==> src/rtl/strpad_stream.sv <==
// Buffers a string of up to STR_LEN_MAX characters, then streams it out left- or right-justified
// inside a field of the requested width, padding or truncating as commanded.
module strpad_stream #(
  parameter int STR_LEN_MAX = 8,
  parameter int CHAR_W      = 8,
  localparam int LEN_W      = $clog2(STR_LEN_MAX + 1),
  localparam int DES_W      = $clog2(2 * STR_LEN_MAX + 1)
) (
  input  logic              clk,
  input  logic              rst_n,
  input  logic              cmd_valid_i,
  output logic              cmd_ready_o,
  input  logic [LEN_W-1:0]  cmd_strlen_i,
  input  logic [DES_W-1:0]  cmd_desired_i,
  input  logic [CHAR_W-1:0] cmd_pad_i,
  input  logic              cmd_mode_i,
  input  logic              cmd_trunc_i,
  input  logic              in_valid_i,
  output logic              in_ready_o,
  input  logic [CHAR_W-1:0] in_data_i,
  output logic              out_valid_o,
  input  logic              out_ready_i,
  output logic [CHAR_W-1:0] out_data_o,
  output logic              out_last_o,
  output logic              busy_o
);
  localparam int IDX_W = (STR_LEN_MAX > 1) ? $clog2(STR_LEN_MAX) : 1;

  typedef enum logic [1:0] {INIT, IDLE, LOAD, EMIT} state_t;
  typedef logic [STR_LEN_MAX-1:0][CHAR_W-1:0] buf_t;

  state_t             state_q;
  logic [LEN_W-1:0]   s_q, widx_q, widx_d, s_sat;
  logic [DES_W-1:0]   p_q, l_q, sp_q, k_q, k_d;
  logic [DES_W-1:0]   d_sat, s_ext, p_d, l_d, sp_d;
  logic [CHAR_W-1:0]  pad_q, out_data_q;
  logic               mode_q;
  logic               cmd_ready_q, in_ready_q, out_valid_q, out_last_q, busy_q;
  logic               cmd_hs, ld_hs, out_hs;
  buf_t               buf_q, buf_d;

  // Character at output position k: pads first in left mode, string first in right mode.
  function automatic logic [CHAR_W-1:0] char_at(input logic [DES_W-1:0] k, input logic mode,
                                                input logic [DES_W-1:0] p, input logic [DES_W-1:0] sp,
                                                input logic [CHAR_W-1:0] pad, input buf_t bufv);
    if (!mode) return (k < p) ? pad : bufv[IDX_W'(k - p)];
    else       return (k < sp) ? bufv[IDX_W'(k)] : pad;
  endfunction

  assign cmd_hs = cmd_ready_q & cmd_valid_i;
  assign ld_hs  = in_ready_q & in_valid_i;
  assign out_hs = out_valid_q & out_ready_i;

  always_comb begin
    s_sat  = (cmd_strlen_i > LEN_W'(STR_LEN_MAX)) ? LEN_W'(STR_LEN_MAX) : cmd_strlen_i;
    d_sat  = (cmd_desired_i > DES_W'(2 * STR_LEN_MAX)) ? DES_W'(2 * STR_LEN_MAX) : cmd_desired_i;
    s_ext  = DES_W'(s_sat);
    p_d    = (d_sat > s_ext) ? d_sat - s_ext : '0;
    l_d    = cmd_trunc_i ? d_sat : ((s_ext > d_sat) ? s_ext : d_sat);
    sp_d   = (s_ext < l_d) ? s_ext : l_d;
    k_d    = k_q + DES_W'(1);
    widx_d = widx_q + LEN_W'(1);
    // Bypass the beat being written so the first output character is ready on EMIT entry.
    buf_d  = buf_q;
    if (ld_hs) buf_d[widx_q[IDX_W-1:0]] = in_data_i;
  end

  always_ff @(posedge clk) begin
    buf_q <= buf_d;
  end

  always_ff @(posedge clk or negedge rst_n) begin
    if (!rst_n) begin
      state_q     <= INIT;
      s_q         <= '0;
      widx_q      <= '0;
      p_q         <= '0;
      l_q         <= '0;
      sp_q        <= '0;
      k_q         <= '0;
      pad_q       <= '0;
      mode_q      <= 1'b0;
      cmd_ready_q <= 1'b0;
      in_ready_q  <= 1'b0;
      out_valid_q <= 1'b0;
      out_data_q  <= '0;
      out_last_q  <= 1'b0;
      busy_q      <= 1'b0;
    end else begin
      case (state_q)
        INIT: begin
          state_q     <= IDLE;
          cmd_ready_q <= 1'b1;
        end
        IDLE: begin
          if (cmd_hs) begin
            s_q    <= s_sat;
            p_q    <= p_d;
            l_q    <= l_d;
            sp_q   <= sp_d;
            pad_q  <= cmd_pad_i;
            mode_q <= cmd_mode_i;
            widx_q <= '0;
            k_q    <= '0;
            if (s_sat != '0) begin
              state_q     <= LOAD;
              cmd_ready_q <= 1'b0;
              in_ready_q  <= 1'b1;
              busy_q      <= 1'b1;
            end else if (l_d != '0) begin
              state_q     <= EMIT;
              cmd_ready_q <= 1'b0;
              out_valid_q <= 1'b1;
              out_data_q  <= cmd_pad_i;
              out_last_q  <= (l_d == DES_W'(1));
              busy_q      <= 1'b1;
            end
          end
        end
        LOAD: begin
          if (ld_hs) begin
            widx_q <= widx_d;
            if (widx_d == s_q) begin
              widx_q     <= '0;
              in_ready_q <= 1'b0;
              if (l_q != '0) begin
                state_q     <= EMIT;
                out_valid_q <= 1'b1;
                out_data_q  <= char_at('0, mode_q, p_q, sp_q, pad_q, buf_d);
                out_last_q  <= (l_q == DES_W'(1));
              end else begin
                state_q     <= IDLE;
                cmd_ready_q <= 1'b1;
                busy_q      <= 1'b0;
              end
            end
          end
        end
        EMIT: begin
          if (out_hs) begin
            if (out_last_q) begin
              state_q     <= IDLE;
              out_valid_q <= 1'b0;
              out_data_q  <= '0;
              out_last_q  <= 1'b0;
              busy_q      <= 1'b0;
              cmd_ready_q <= 1'b1;
            end else begin
              k_q        <= k_d;
              out_data_q <= char_at(k_d, mode_q, p_q, sp_q, pad_q, buf_q);
              out_last_q <= (k_d == l_q - DES_W'(1));
            end
          end
        end
        default: state_q <= INIT;
      endcase
    end
  end

  assign cmd_ready_o = cmd_ready_q;
  assign in_ready_o  = in_ready_q;
  assign out_valid_o = out_valid_q;
  assign out_data_o  = out_data_q;
  assign out_last_o  = out_last_q;
  assign busy_o      = busy_q;

endmodule

==> config.mk <==
export PLATFORM = sky130hd
export DESIGN_NAME = strpad_stream
export DESIGN_NICKNAME = d
export VERILOG_FILES = /design/src/rtl/strpad_stream.sv
export SDC_FILE = /design/constraint.sdc
export NUM_CORES = 1
export LEC_CHECK = 0
export ABC_AREA = 0
export CAP_MARGIN = 25
export CORE_MARGIN = 4
export CORE_UTILIZATION = 30
export CTS_CLUSTER_DIAMETER = 100
export DETAILED_ROUTE_END_ITERATION = 8
export PLACE_DENSITY_LB_ADDON = 0.1
export SYNTH_ARGS = -nofsm -noshare
export SYNTH_HDL_FRONTEND = slang
export SYNTH_SLANG_ARGS = --single-unit
==> constraint.sdc <==
create_clock -name clk -period 5.4 [get_ports clk]
set_input_delay 1.08 -clock clk [delete_from_list [all_inputs] [get_ports clk]]
set_output_delay 1.08 -clock clk [all_outputs]
set_load 0.02 [all_outputs]
==> impl_metrics.json, run 1 <==
{
  "status": "complete, no violations",
  "clock_latency_ns": 0.42,
  "netlist.area_leader.share": 0.183,
  "num_io_pins": 45,
  "slew_viol_final": 0,
  "post-route-util": 0.370,
  "die_w_microns": 162,
  "grt_pass1_vias": 5760,
  "hold_viol": 0,
  "num_antenna_cells": 0,
  "start_util": 0.309,
  "pwr-share-comb": 0.513,
  "num_rows": 55,
  "design_area_sq_mm": 0.00848,
  "antenna_found_initial": 0,
  "yosys_register_bits": 116,
  "async_reset_ff_frac": 0.448,
  "synth_area_sq_mm": 0.00709,
  "finalWorstPathRequiredPeriod_ns": 4.90,
  "multi_input_area_sq_mm": 0.00424,
  "timing.final.ws_setup_ns": 0.503,
  "seq_power_share": 0.264,
  "coreArea_sq_mm": 0.0229,
  "place_inst": 1009,
  "gp_congestion": 0.860,
  "finalCritPeriodShare": 0.907,
  "rsz0062_at_grt": "false",
  "place_hpwl_microns": 15600,
  "final_cells": 1041,
  "whs_ns": 0.481,
  "hold_path.startpoint": "out_data_o[2]$_DFFE_PN0P_",
  "hold_buffers": 0,
  "cp_data_arrival_time_ns": 5.23,
  "final_nets": 775,
  "critPathCaptureType": "flip-flop",
  "startpoint_type": "input port",
  "grt_overflow": 0,
  "grtUsageTotal": 0.172,
  "place_ws_ns": 0.139,
  "dr_total_vias": 5541,
  "post_cts_buffers": 0,
  "synthCells": 670,
  "regToRegStartpoint": "k_q[0]$_DFFE_PN0P_",
  "via_per_inst": 5.32,
  "io_buffers": 44,
  "grt_pass1_wl_microns": 34500,
  "drt_iter0_markers": 301,
  "finalSetupViolCount": 0,
  "ff2ff_path_depth": 11,
  "tightest_slew_ns": 0.960,
  "power.switching_mw": 2.12,
  "hp-class": "reg2reg",
  "synthTopCellsByArea": "dfrtp_1 18%, dfxtp_1 18%, mux2_2 14%",
  "clkSinkCount": 116,
  "p_per_area_mw_per_mm2": 598,
  "die-area_sq_mm": 0.0262,
  "switching_share": 0.419,
  "final_antenna_net_count": 0,
  "ys_types": 64,
  "syn_area_per_cell_sq_um": 10.6,
  "holdPathEnd": "out_data_o[2]$_DFFE_PN0P_",
  "cts_max_path_buffers": 2,
  "ys_warn_count": 0,
  "synth_fp_nets": 730,
  "rrSetupSlack_ns": 1.73,
  "ys.flop_type": "dfxtp_1",
  "finClkSkew_ns": 0.00873,
  "grt_max_degree": 53,
  "dpl-instance-area_sq_mm": 0.00789,
  "cp.required_ns": 5.73,
  "tritoncts": "built",
  "hold-path-cell-count": 2,
  "crit_type": "in2reg",
  "max_cap_violations": 0,
  "clock.fmax_mhz": 204,
  "drc": 0,
  "cp_max_fo": 13,
  "synth_top_area_cell": "dfrtp_1",
  "cts_inserted_buffers": 17,
  "htreeDepth": 4,
  "drive_above_1_share": 0.250,
  "synth-edff-count": 0,
  "syn2layout_area_growth_pct": 19.5,
  "final_cell_mix": "91 x mux2_2, 64 x dfxtp_1, 52 x dfrtp_1",
  "internal-power_mw": 2.94,
  "ir_drop_uv": 301,
  "wl_per_cell_microns": 21.3,
  "clkTransAtPathRegs_ns": 0.06,
  "power.share.clock": 0.223,
  "slew_headroom": 0.360,
  "register_area_sq_mm": 0.00258,
  "p_leak_nw": 3.43,
  "yosysSeqAreaShare": 0.364,
  "drt_pass1_iterations": 5,
  "clockRootBuffer": "clkbuf_16",
  "final_common_cell": "mux2_2",
  "wl_microns": 22200,
  "nFillCells": 2248,
  "die_y_microns": 162,
  "finalPower_mw": 5.07,
  "fin_setup_tns_ns": 0,
  "cts_resized": 0,
  "rr_endpoint": "out_data_o[6]$_DFFE_PN0P_"
}
-- area by class of cell --
type / count / area share
Multi-Input combinational cell: 489 / 0.500
Sequential cell: 116 / 0.305
Timing Repair Buffer: 60 / 0.0660
Clock buffer: 22 / 0.0584
Tap cell: 313 / 0.0462
Inverter: 31 / 0.0137
Clock inverter: 10 / 0.0115
-- metal layers --
layer  share of wire  wire length, microns  vias to the layer above  GRT usage
met4           0.014                   310                        0     0.0538
met2            0.47                 10500                      146      0.275
met1            0.47                 10400                     2776      0.234
li1                -                     -                     2593          -
met5               0                     0                        -          0
met3           0.045                  1010                       26     0.0388
-- worst max-delay path, cell delays in order --
cell and delay (ns):
clkdlybuf4s50_1 0.50, inv_1 0.23, nand2_1 0.20, ha_1 0.41
o21ai_0 0.21, a21oi_1 0.13, or4_1 0.64, a21oi_1 0.37
ha_1 0.31, a21oi_1 0.15, nor2b_1 0.07, o31ai_2 0.38
mux2_2 0.39, o21ai_0 0.15
-- state kept, by name, summed over array words and instances (netlist names) --
register     flops
l_q              5
widx_q           4
buf_q           64
out_valid_o      1
pad_q            8
out_data_o       8
state_q          2
p_q              5
sp_q             5
in_ready_o       1
cmd_ready_o      1
mode_q           1
s_q              4
out_last_o       1
k_q              5
busy_o           1
-- power groups by stage --
stage / sequential, mW / combinational, mW / clock [mW]
2_1_floorplan: 1.30 / 1.82 / 0
3_3_place_gp: 1.34 / 2.59 / 0
3_5_place_dp: 1.35 / 2.60 / 0
4_1_cts: 1.34 / 2.61 / 1.15
5_1_grt: 1.37 / 2.80 / 1.19
6_report: 1.34 / 2.60 / 1.13
-- synthesized netlist by cell type (5+ instances only) --
master,instances
buf_2,9
a221oi_1,5
mux2i_1,28
inv_1,31
a21o_1,5
a211oi_1,6
a31oi_1,5
xor2_1,8
mux2_2,91
o22ai_1,11
nand2_1,49
mux4_2,32
o21ai_0,43
clkbuf_1,20
nand2b_1,5
nand4_1,5
ha_1,26
nor4_1,5
nor2_1,36
dfrtp_1,52
nand3_1,9
a22o_1,9
nor2b_1,7
o221ai_1,5
dfxtp_1,64
nor3_1,15
xnor2_1,12
a21oi_1,14
o31ai_1,11
-- worst max path at each step --
stage	from	endpoint	slack (ns)	cells after the start
6_report	cmd_strlen_i[3]	sp_q[1]$_DFFE_PN0P_	0.50	14
5_1_grt	cmd_strlen_i[3]	sp_q[1]$_DFFE_PN0P_	0.19	14
4_1_cts	cmd_strlen_i[3]	sp_q[2]$_DFFE_PN0P_	0.57	14
3_5_place_dp	cmd_strlen_i[3]	sp_q[2]$_DFFE_PN0P_	0.14	14
3_3_place_gp	cmd_strlen_i[3]	sp_q[1]$_DFFE_PN0P_	0.36	14
2_1_floorplan	cmd_desired_i[4]	sp_q[0]$_DFFE_PN0P_	1.11	17
-- cell families after synthesis --
kind of cell / after synthesis / share of synthesized area
compound gates: 137 / 0.128
simple gates: 150 / 0.0999
xor+xnor: 22 / 0.0303
mux: 152 / 0.288
flops: 116 / 0.364
fa+ha+maj: 28 / 0.0515
buf+inv: 65 / 0.0386
No activity file was read; power rests on OpenSTA's default activity.
==> run 2, diff against run 1 <==
Settings changed: CORE_MARGIN 4 to unset.
==> run 2 against run 1 <==
Sequential power hardly changed. Final area fell by 0.30%. Clock skew about the same. Cell count is the same. Die area decreased by 7.3%. Register-to-register slack better by 0.05 ns. Flip-flop and latch count did not move.
==> impl_metrics.json, run 2 (synthesis results as in run 1) <==
{
  "die_y_microns": 156,
  "die-area_sq_mm": 0.0243,
  "post-route-util": 0.369,
  "seq_power_share": 0.267,
  "hold_path.startpoint": "out_data_o[2]$_DFFE_PN0P_",
  "power.switching_mw": 2.10,
  "internal-power_mw": 2.93,
  "die_w_microns": 156,
  "finalWorstPathRequiredPeriod_ns": 4.81,
  "grt_overflow": 0,
  "grt_max_degree": 53,
  "start_util": 0.309,
  "largest_reg_flops": 64,
  "wl_per_cell_microns": 21.3,
  "clkSinkCount": 116,
  "status": "complete, no violations",
  "hp-class": "reg2reg",
  "clock.fmax_mhz": 208,
  "slew_viol_final": 0,
  "switching_share": 0.418,
  "coreArea_sq_mm": 0.0229,
  "final_cell_mix": "91 x mux2_2, 64 x dfxtp_1, 52 x dfrtp_1",
  "cts_max_path_buffers": 2,
  "critPathCaptureType": "flip-flop",
  "whs_ns": 0.484,
  "drive_above_1_share": 0.247,
  "hold_viol": 0,
  "pwr-share-comb": 0.514,
  "top_register": "buf_q",
  "num_rows": 55,
  "slowest_delay_ns": 0.66,
  "dr_total_vias": 5512,
  "grt_pass1_vias": 5756,
  "p_per_area_mw_per_mm2": 595,
  "grtUsageTotal": 0.194,
  "hold_buffers": 0,
  "clock_latency_ns": 0.42,
  "final_cells": 1041,
  "tightest_slew_ns": 1.07,
  "place_inst": 1009,
  "fin_setup_tns_ns": 0,
  "ir_drop_uv": 252,
  "gp_congestion": 0.856,
  "cp.required_ns": 5.73,
  "worstPathCellList": "clkdlybuf4s50_1, inv_1, nand2_1, ha_1, o21ai_0, a21oi_1, or4_1, a21oi_1, ha_1, nand3_1, a31oi_1, o31ai_2, mux2_2, o21ai_0",
  "max_cap_violations": 0,
  "drc": 0,
  "rsz0062_at_grt": "false",
  "final_nets": 775,
  "hold-path-cell-count": 2,
  "regToRegStartpoint": "k_q[1]$_DFFE_PN0P_",
  "post_cts_buffers": 0,
  "p_leak_nw": 3.42,
  "cts_resized": 0,
  "final_antenna_net_count": 0,
  "cts_inserted_buffers": 17,
  "cp_num_buf_inv": 2,
  "io_buffers": 44,
  "htreeDepth": 4,
  "cp_max_fo": 13,
  "power.share.clock": 0.219,
  "num_antenna_cells": 0,
  "cp_slowest_cell": "or4_1",
  "startpoint_type": "input port",
  "wl_microns": 22200,
  "finClkSkew_ns": 0.00899,
  "num_io_pins": 45,
  "antenna_found_initial": 0,
  "tritoncts": "built",
  "final_common_cell": "mux2_2",
  "crit_type": "in2reg",
  "grt_pass1_wl_microns": 34700,
  "finalSetupViolCount": 0,
  "holdPathEnd": "out_data_o[2]$_DFFE_PN0P_",
  "clkTransAtPathRegs_ns": 0.06,
  "place_hpwl_microns": 15700,
  "ff2ff_path_depth": 10,
  "syn2layout_area_growth_pct": 19.2,
  "rr_endpoint": "out_data_o[3]$_DFFE_PN0P_",
  "clockRootBuffer": "clkbuf_16",
  "slew_headroom": 0.290,
  "drt_iter0_markers": 321,
  "drt_pass1_iterations": 5,
  "rrSetupSlack_ns": 1.78,
  "cp_data_arrival_time_ns": 5.15,
  "via_per_inst": 5.29,
  "cp_top_family": "compound AO/OA/AOI/OAI gates",
  "finalCritPeriodShare": 0.891
}
run 2: cell types whose count changed in the layout (fill, tap and decap cells not counted):
cell,change
bufinv_16,+1
clkbuf_1,+2
clkbuf_16,-1
clkbuf_8,-3
clkinv_2,+2
clkinvlp_4,-2
inv_6,+1
run 2: power by group through the flow:
stage	combinational (mW)	clock (mW)	sequential, mW
after floorplan	1.82	0	1.30
after global placement	2.58	0	1.34
after detailed placement	2.59	0	1.35
after CTS	2.60	1.13	1.34
after global routing	2.82	1.17	1.37
final	2.58	1.10	1.34
run 2: worst reg2reg max path: stages, from the launching register on:
cell and delay [ns]:
dfrtp_1 0.41, ha_1 0.29, xor2_2 0.55, ha_1 0.38, a21o_1 0.16, a31oi_1 0.15, o21a_1 0.62, mux2i_1 0.26
o22ai_1 0.09, nor3_1 0.43, o31ai_1 0.14
run 2: metrics by stage:
stage	power (mW)	cell area, sq um	setup WS (ns)
after floorplan	3.13	7090	1.11
after global placement	3.92	7870	0.227
after detailed placement	3.94	7890	0.191
after CTS	5.06	8450	0.625
after global routing	5.36	8450	0.240
final	5.03	8450	0.587
run 2: worst max-delay path by stage:
stage                startpoint             endpoint  cells past startpoint
3_5_place_dp    cmd_strlen_i[3]  sp_q[2]$_DFFE_PN0P_                     14
3_3_place_gp    cmd_strlen_i[3]  sp_q[1]$_DFFE_PN0P_                     14
2_1_floorplan  cmd_desired_i[4]  sp_q[0]$_DFFE_PN0P_                     17
5_1_grt         cmd_strlen_i[3]  sp_q[2]$_DFFE_PN0P_                     14
6_report        cmd_strlen_i[3]  sp_q[1]$_DFFE_PN0P_                     14
4_1_cts         cmd_strlen_i[3]  sp_q[2]$_DFFE_PN0P_                     14
run 2: area by class of cell:
type	count	area, sq um
Sequential cell	116	2580
Clock buffer	20	437
Inverter	31	116
Timing Repair Buffer	60	559
Multi-Input combinational cell	489	4240
Fill cell	2292	14500
Clock inverter	12	131
Tap cell	313	392
run 2: per-layer routing:
| metal | vias up | wire length [microns] | global-route usage |
|---|---|---|---|
| met1 | 2762 | 10500 | 0.261 |
| met2 | 142 | 10400 | 0.318 |
| li1 | 2585 | - | - |
| met4 | 0 | 335 | 0.0560 |
| met3 | 23 | 933 | 0.0358 |
| met5 | - | 0 | 0 |
